**config.mk**
```make
export PLATFORM = sky130hd
export DESIGN_NAME = frame_transmit
export DESIGN_NICKNAME = d
export VERILOG_FILES = /design/src/rtl/frame_transmit_pkg.sv /design/src/rtl/frame_transmit_uart_tx_byte.sv /design/src/rtl/frame_transmit.sv
export SDC_FILE = /design/constraint.sdc
export NUM_CORES = 1
export LEC_CHECK = 0
export ABC_AREA = 1
export CAP_MARGIN = 20
export CORE_MARGIN = 1.5
export CORE_UTILIZATION = 49
export DETAILED_ROUTE_END_ITERATION = 16
export DONT_BUFFER_PORTS = 1
export HOLD_SLACK_MARGIN = 0.08
export RECOVER_POWER = 25
export SYNTH_ARGS = -nofsm -noshare
export SYNTH_HDL_FRONTEND = slang
export SYNTH_SLANG_ARGS = --single-unit
```
**constraint.sdc**
```tcl
create_clock -name clk -period 2.5 [get_ports clk]
set_input_delay 0.125 -clock clk [delete_from_list [all_inputs] [get_ports clk]]
set_output_delay 0.125 -clock clk [all_outputs]
set_load 0.005 [all_outputs]
```
**src/rtl/frame_transmit_pkg.sv**
```systemverilog
// Shared constants, FSM encoding and sizing helper for the frame transmitter.
package frame_transmit_pkg;

    localparam logic [7:0] HEADER = 8'hA5;

    typedef enum logic [1:0] {
        IDLE = 2'd0,
        LOAD = 2'd1,
        SEND = 2'd2,
        DONE = 2'd3
    } state_t;

    // Number of whole bytes needed to carry a field of the given bit width.
    function automatic int unsigned num_bytes(input int unsigned bits);
        return (bits + 32'd7) / 32'd8;
    endfunction

endpackage

```
**src/rtl/frame_transmit_uart_tx_byte.sv**
```systemverilog
// 8N1 byte serializer: start bit, 8 data bits LSB first, stop bit.
// A new start is taken while idle or in the final stop-bit cycle, so
// consecutive bytes leave no idle time on the line.
module uart_tx_byte #(
    parameter int CLKS_PER_BIT = 868
) (
    input  logic       clk,
    input  logic       rst_n,
    input  logic       start,
    input  logic [7:0] byte_in,
    output logic       tx,
    output logic       done
);

    localparam int unsigned CNT_W = $clog2(CLKS_PER_BIT);

    logic             active;
    logic [CNT_W-1:0] cnt;
    logic [3:0]       bit_idx;
    logic [8:0]       shreg;
    logic             tx_q;
    logic             at_bit_end;

    assign at_bit_end = active && (cnt == CNT_W'(CLKS_PER_BIT - 1));
    assign done       = at_bit_end && (bit_idx == 4'd9);
    assign tx         = tx_q;

    // Bit timing and shifting; start has priority over the stop-bit finish.
    always_ff @(posedge clk or negedge rst_n) begin
        if (!rst_n) begin
            active  <= 1'b0;
            cnt     <= '0;
            bit_idx <= '0;
            shreg   <= '1;
            tx_q    <= 1'b1;
        end else if (start && (!active || done)) begin
            active  <= 1'b1;
            cnt     <= '0;
            bit_idx <= '0;
            shreg   <= {1'b1, byte_in};
            tx_q    <= 1'b0;
        end else if (at_bit_end) begin
            cnt <= '0;
            if (bit_idx == 4'd9) begin
                active <= 1'b0;
                tx_q   <= 1'b1;
            end else begin
                bit_idx <= bit_idx + 4'd1;
                tx_q    <= shreg[0];
                shreg   <= {1'b1, shreg[8:1]};
            end
        end else if (active) begin
            cnt <= cnt + CNT_W'(1);
        end
    end

endmodule

```
**src/rtl/frame_transmit.sv**
```systemverilog
// Frame transmitter: header, address bytes, data bytes and optional XOR
// checksum sent as back-to-back UART bytes.
module frame_transmit
    import frame_transmit_pkg::*;
#(
    parameter int DATA_W       = 25,
    parameter int ADDR_W       = 12,
    parameter int CLKS_PER_BIT = 868,
    parameter int CHK_EN       = 1
) (
    input  logic              clk,
    input  logic              rst_n,
    input  logic              data_valid,
    output logic              data_ready,
    input  logic [DATA_W-1:0] data,
    input  logic [ADDR_W-1:0] addr,
    output logic              tx,
    output logic              busy,
    output logic              frame_done
);

    localparam int unsigned NA     = num_bytes(ADDR_W);
    localparam int unsigned ND     = num_bytes(DATA_W);
    localparam int unsigned TOTAL  = 1 + NA + ND + ((CHK_EN != 0) ? 1 : 0);
    localparam int unsigned LAST   = TOTAL - 1;
    localparam int unsigned AW_PAD = NA * 8;
    localparam int unsigned DW_PAD = ND * 8;
    localparam int unsigned IDX_W  = $clog2(TOTAL);

    state_t            state, state_nx;
    logic [IDX_W-1:0]  idx;
    logic [AW_PAD-1:0] addr_q;
    logic [DW_PAD-1:0] data_q;
    logic [7:0]        nxt_byte;
    logic [7:0]        sel_byte;
    logic [7:0]        chk;
    logic [7:0]        ser_byte;
    logic              rdy_q;
    logic              accept;
    logic              ser_start;
    logic              ser_done;
    int unsigned       nxt;

    assign data_ready = rdy_q && (state == IDLE);
    assign accept     = data_ready && data_valid;
    // The header needs no captured data, so it is handed to the serializer
    // in the accepting cycle; later bytes are staged in LOAD.
    assign ser_byte   = (state == IDLE) ? HEADER : nxt_byte;

    // Pick the byte following the one on the line, and the running checksum.
    always_comb begin
        chk      = '0;
        sel_byte = '0;
        for (int unsigned i = 0; i < NA; i++) chk = chk ^ addr_q[8*i +: 8];
        for (int unsigned i = 0; i < ND; i++) chk = chk ^ data_q[8*i +: 8];
        nxt = 32'(idx) + 32'd1;
        if (nxt <= NA)
            sel_byte = addr_q[8*(NA-nxt) +: 8];
        else if (nxt <= NA + ND)
            sel_byte = data_q[8*(NA+ND-nxt) +: 8];
        else if (CHK_EN != 0)
            sel_byte = chk;
    end

    // State register.
    always_ff @(posedge clk or negedge rst_n) begin
        if (!rst_n) state <= IDLE;
        else        state <= state_nx;
    end

    // Next-state and control outputs.
    always_comb begin
        state_nx   = state;
        ser_start  = 1'b0;
        frame_done = 1'b0;
        busy       = (state != IDLE);
        unique case (state)
            IDLE: if (accept) begin
                ser_start = 1'b1;
                state_nx  = LOAD;
            end
            LOAD: state_nx = SEND;
            SEND: if (ser_done) begin
                if (idx != IDX_W'(LAST)) begin
                    ser_start = 1'b1;
                    state_nx  = LOAD;
                end else begin
                    state_nx = DONE;
                end
            end
            DONE: begin
                frame_done = 1'b1;
                state_nx   = IDLE;
            end
            default: state_nx = IDLE;
        endcase
    end

    // Capture, byte index and staging register.
    always_ff @(posedge clk or negedge rst_n) begin
        if (!rst_n) begin
            rdy_q    <= 1'b0;
            idx      <= '0;
            addr_q   <= '0;
            data_q   <= '0;
            nxt_byte <= '0;
        end else begin
            rdy_q <= 1'b1;
            if (accept) begin
                addr_q <= AW_PAD'(addr);
                data_q <= DW_PAD'(data);
                idx    <= '0;
            end else if (state == SEND && ser_done && idx != IDX_W'(LAST)) begin
                idx <= idx + IDX_W'(1);
            end
            if (state == LOAD) nxt_byte <= sel_byte;
        end
    end

    uart_tx_byte #(
        .CLKS_PER_BIT(CLKS_PER_BIT)
    ) u_ser (
        .clk    (clk),
        .rst_n  (rst_n),
        .start  (ser_start),
        .byte_in(ser_byte),
        .tx     (tx),
        .done   (ser_done)
    );

endmodule

```
# Word-level counts from Yosys, hierarchy flattened
# Index checks and enable logic that the tools add are counted.
# word_totals
elab_cells	82
reg_bits	76
# classes
n_shift	2
bitwise	5
eq_ne	9
n_mux	29
add_sub_neg	6
n_reduce_logical	18
order_cmp	2
# ops
operator	count
$shiftx A16 B33 Y8	1
$shiftx A32 B33 Y8	1
$mux W10	3
$mux W9	3
$mux W8	3
$xor A8 B8 Y8	3
$mux W4	3
$add A10 B1 Y10 const B	1
$eq A10 B10 Y1 const B	1
$mux W1	10
$pmux W2 S4	1
$reduce_bool A2 Y1	4
$xor A8 B1 Y8	1
$xor A8 B4 Y8	1
$logic_and A1 B1 Y1	7
$mux W2	3
$mux W3	2
$reduce_and A2 Y1	3
$sub A2 B4 Y5 const A	1
$sub A3 B4 Y5 const A	1
$add A3 B1 Y4 const B	1
$add A4 B1 Y4 const B	1
$eq A2 B2 Y1 const B	2
$eq A4 B4 Y1 const B	1
other kinds (12)	13

# Depth between registers and ports, before layout
# logic_depth
ltp_word	8
ltp_mapped	12

# Cells and area by module
# Synthesis repeated with hierarchy kept, for this count alone.
# hier_totals
cells_unflattened	578
area_unflattened_um2	4324.1
# by_module_without_submodules
mod	n_inst	area_per_inst_um2	cells_per_inst
frame_transmit	1	2947.8	408
uart_tx_byte	1	1376.3	170

# Worst setup path after synthesis
# No wires, ideal clock.
# synth_path
kind	flip-flop to flip-flop
startpoint	register idx[0]
endpoint	register nxt_byte[0]
setup_ns	0.077
synth_period_minus_slack_ns	1.952
setup_slack_ns	0.548
required_time_ns	2.423
arrival_time_ns	1.874
path_buffers	2
path_stages_with_launch	12
cell_sequence	dfrtp_1 -> buf_2 -> inv_2 -> ha_1 -> inv_2 -> buf_2 -> nand3b_1 -> o21ai_2 -> nand3_1 -> nand2_1 -> nand2_1 -> a21oi_1
# synth_between
elab_chain_len	5
# synth_rtl
item	line_no	source
from (decl)	frame_transmit.sv:31	logic [IDX_W-1:0] idx;
from (signal assigned)	frame_transmit.sv:114	idx <= idx + IDX_W'(1);
$add A3 B1 Y4 *	frame_transmit.sv:56	nxt = 32'(idx) + 32'd1;
$sub A3 B4 Y5	frame_transmit.sv:60	sel_byte = data_q[8*(NA+ND-nxt) +: 8];
$shiftx A32 B33 Y8	frame_transmit.sv:60	
$mux W8	frame_transmit.sv:59	else if (nxt <= NA + ND)
$mux W8 *	frame_transmit.sv:57	if (nxt <= NA)
to (signal assigned)	frame_transmit.sv:116	if (state == LOAD) nxt_byte <= sel_byte;
to (decl)	frame_transmit.sv:34	logic [7:0] nxt_byte;
# Every way passes the cells marked *; elsewhere a longest branch is shown, timed or not.
# A chain may end at the register's enable or synchronous reset.

# Worst setup path after layout
# Ends and elaborated chain as after synthesis.

==> flow_metrics.env <==
export IMPL_status="finished with violations"
export IMPL_violations="capacitance limit, slew limit"
export IMPL_synth_area_top_cells="dfrtp_1, nand2_1, nand3_1"
export IMPL_grtUsageTotal_pct=21.29
export IMPL_nets=607
export IMPL_yosysSeqAreaShare_pct=45.00
export IMPL_finalHoldViolCount=0
export IMPL_power_leakage_nw=2.390
export IMPL_place_ws_ns=0.4047
export IMPL_io_buffers=0
export IMPL_drt_total_wl_um=8750
export IMPL_avgSynthCellArea_sq_um=8.099
export IMPL_whs_endpoint="idx[1]"
export IMPL_cts_htree_levels=3
export IMPL_core_area_sq_um=8258
export IMPL_cts_root_buf="clkbuf_8"
export IMPL_fin_crit_sh_pct=86.24
export IMPL_drv_cap=1
export IMPL_critPathMaxFanout=11
export IMPL_synth_fp_nets=565
export IMPL_grt_pass1_vias=3322
export IMPL_clk_latency_ns=0.35
export IMPL_cts_sink_count=75
export IMPL_hp_class="in2reg"
export IMPL_initial_utilization_pct=50.80
export IMPL_yosys_register_bits=75
export IMPL_rsz0062_at_grt="no"
export IMPL_cts_hold_buf=39
export IMPL_die_h_um=95.53
export IMPL_crit_reg2reg_launch="idx[0]"
export IMPL_worstRegToRegCells=9
export IMPL_final_setup_viol_count=0
export IMPL_p_per_area_nw_per_um2=1078
export IMPL_yosysWarnings=0
export IMPL_syn_area_sq_um=4195
export IMPL_relSlewSlack_pct=-22.34
export IMPL_cp_start_kind="flip-flop"
export IMPL_grt_max_degree=76
export IMPL_vias=3420
export IMPL_r2r_end="nxt_byte[0]"
export IMPL_yosysTopAreaCell="dfrtp_1"
export IMPL_cts_buffers=9
export IMPL_cp_end_kind="flip-flop"
export IMPL_synth_distinct_cells=35
export IMPL_rrSetupSlack_ns=0.34
export IMPL_cts_setup_buffers=0
export IMPL_drtIter0Drc=134
export IMPL_synthCells=518
export IMPL_drt_pass1_iter_count=4
export IMPL_tightest_slew_ns=1.835
export IMPL_dp_cells=615
export IMPL_grt_overflow_total=0
export IMPL_grt_antenna_before_repair=0
export IMPL_cp_required_ns=2.78
export IMPL_fmax_mhz=463.8
export IMPL_ios=44
export IMPL_ant_nets=0
export IMPL_cts_resized=0
export IMPL_arrival_ns=2.43
export IMPL_path_class="reg2reg"
export IMPL_fin_util_pct=58.73
export IMPL_clk_pin_slew_ns=0.08
export IMPL_peakVddDrop_v=0.0006182
export IMPL_hpwl_um=6095
export IMPL_finish_instance_area_sq_um=4850
export IMPL_slew_violations=76
export IMPL_drc=0
export IMPL_place_area_sq_um=4270
export IMPL_cts_tree="built"
export IMPL_globalplace_congestion=0.7984
export IMPL_hold_start="data_valid"
export IMPL_worst_slack_ns=0.3440
export IMPL_grt_pass1_wl_um=15310
export IMPL_layout_cells_non_filler=670
export IMPL_fin_tns_setup_ns=0
export IMPL_wl_per_cell_um=13.06
export IMPL_die_w_um=95.53
export IMPL_drive_above_1_share_pct=12.74
export IMPL_skew_ns=0.01039
export IMPL_period_needed_ns=2.156
export IMPL_hold_path_depth=3
export IMPL_placementRows=33
export IMPL_synth_top_cell_area_share_pct=39.37
export IMPL_syn_to_final_growth_pct=15.60
export IMPL_via_per_inst=5.104
export IMPL_diodes=0
export IMPL_num_fill_cells=761
export IMPL_dieArea_sq_um=9126
export IMPL_clockBufferDepth=2
-- registers in the layout, indices dropped and copies added, names as in the netlist --
| name | flops |
|---|---|
| u_ser.cnt | 10 |
| u_ser.tx | 1 |
| data_q | 25 |
| u_ser.shreg | 8 |
| u_ser.bit_idx | 4 |
| u_ser.active | 1 |
| addr_q | 12 |
| idx | 3 |
| rdy_q | 1 |
| state | 2 |
| nxt_byte | 8 |
-- logic make-up after synthesis --
logic type      synth area share [%]
flops                          45.00
simple gates                   29.26
fa+ha+maj                      2.088
mux                            4.026
buf+inv                        6.949
compound gates                 8.410
other cells                  0.08939
xor+xnor                       4.175
-- final cells by class --
class                   count  area [sq um]  area share (%)
clock buffers              11         141.4           2.915
clock inverters             5         52.55           1.084
inverters                  54         202.7           4.180
multi-input cells         377          2018           41.62
flip-flops and latches     75          1888           38.93
well taps                 105         131.4           2.709
repair buffers             43         415.4           8.566
-- metrics by stage --
step	hold slack (ns)	power, W
6_report	0.1681	0.005226
5_1_grt	0.1951	0.005700
4_1_cts	0.1581	0.005267
3_5_place_dp	-0.1686	0.004225
3_3_place_gp	-0.1686	0.004211
2_1_floorplan	-0.1706	0.003733
-- layout by cell type, fill, tap and decap left out, types with 7 or more instances in the layout --
master,count
dlygate4sd3_1,38
dfrtp_1,66
mux2_2,9
inv_1,48
xnor2_1,8
nand3_1,53
nand2_1,118
clkbuf_8,10
dfstp_2,9
ha_1,7
a21oi_1,35
o21ai_0,25
nor2_1,56
xor2_1,12
-- Yosys cell counts, drive strengths merged --
| library cell | n |
|---|---|
| nand2b | 6 |
| clkbuf | 2 |
| nand3b | 1 |
| mux2 | 15 |
| a21oi | 35 |
| clkinv | 1 |
| a21boi | 1 |
| ha | 7 |
| o21ai | 30 |
| dfrtp | 66 |
| dfstp | 9 |
| conb | 1 |
| xor2 | 12 |
| inv | 53 |
| nand3 | 59 |
| buf | 10 |
| nor3 | 1 |
| nand2 | 126 |
| or2 | 2 |
| nor2 | 66 |
| nand4 | 5 |
| xnor2 | 8 |
| o22ai | 2 |
-- layer usage --
layer  routed length (um)  GRT usage, %  up-vias  share of wire (%)
li1                     -             -     1758                  -
met1                 4181         28.56     1606                 48
met2                 4267         35.33       45                 49
met3                  176         3.110       11                2.0
met4                  125         6.618        0                1.4
met5                    0             0        -                  0
-- report_power, final --
part           internal, W  leakage (nW)  switching, W
Clock             0.000484        0.0991      0.000459
Combinational     0.000918          1.43       0.00142
Sequential         0.00162         0.863      0.000332
Total              0.00302          2.39       0.00221
-- how the worst max path moves through the flow --
stage / startpoint / endpoint / slack [ns] / cells after the start
6_report: idx[0] / nxt_byte[0] / 0.34 / 9
2_1_floorplan: idx[0] / nxt_byte[0] / 0.55 / 11
3_5_place_dp: idx[0] / nxt_byte[0] / 0.40 / 9
3_3_place_gp: idx[0] / u_ser.cnt[9] / 0.48 / 8
5_1_grt: rst_n / data_q[24] / 0.13 / 2
4_1_cts: idx[0] / nxt_byte[3] / 0.36 / 9
-- critical path, stage by stage, from the launching register on --
cell	delay, ns
dfrtp_1	0.48
inv_2	0.11
ha_1	0.35
inv_2	0.19
nand3b_1	0.15
o21ai_2	0.40
nand3_1	0.14
nand2_1	0.08
nand2_1	0.05
a21oi_1	0.12
Note: power is estimated with default switching activity, not from simulation.
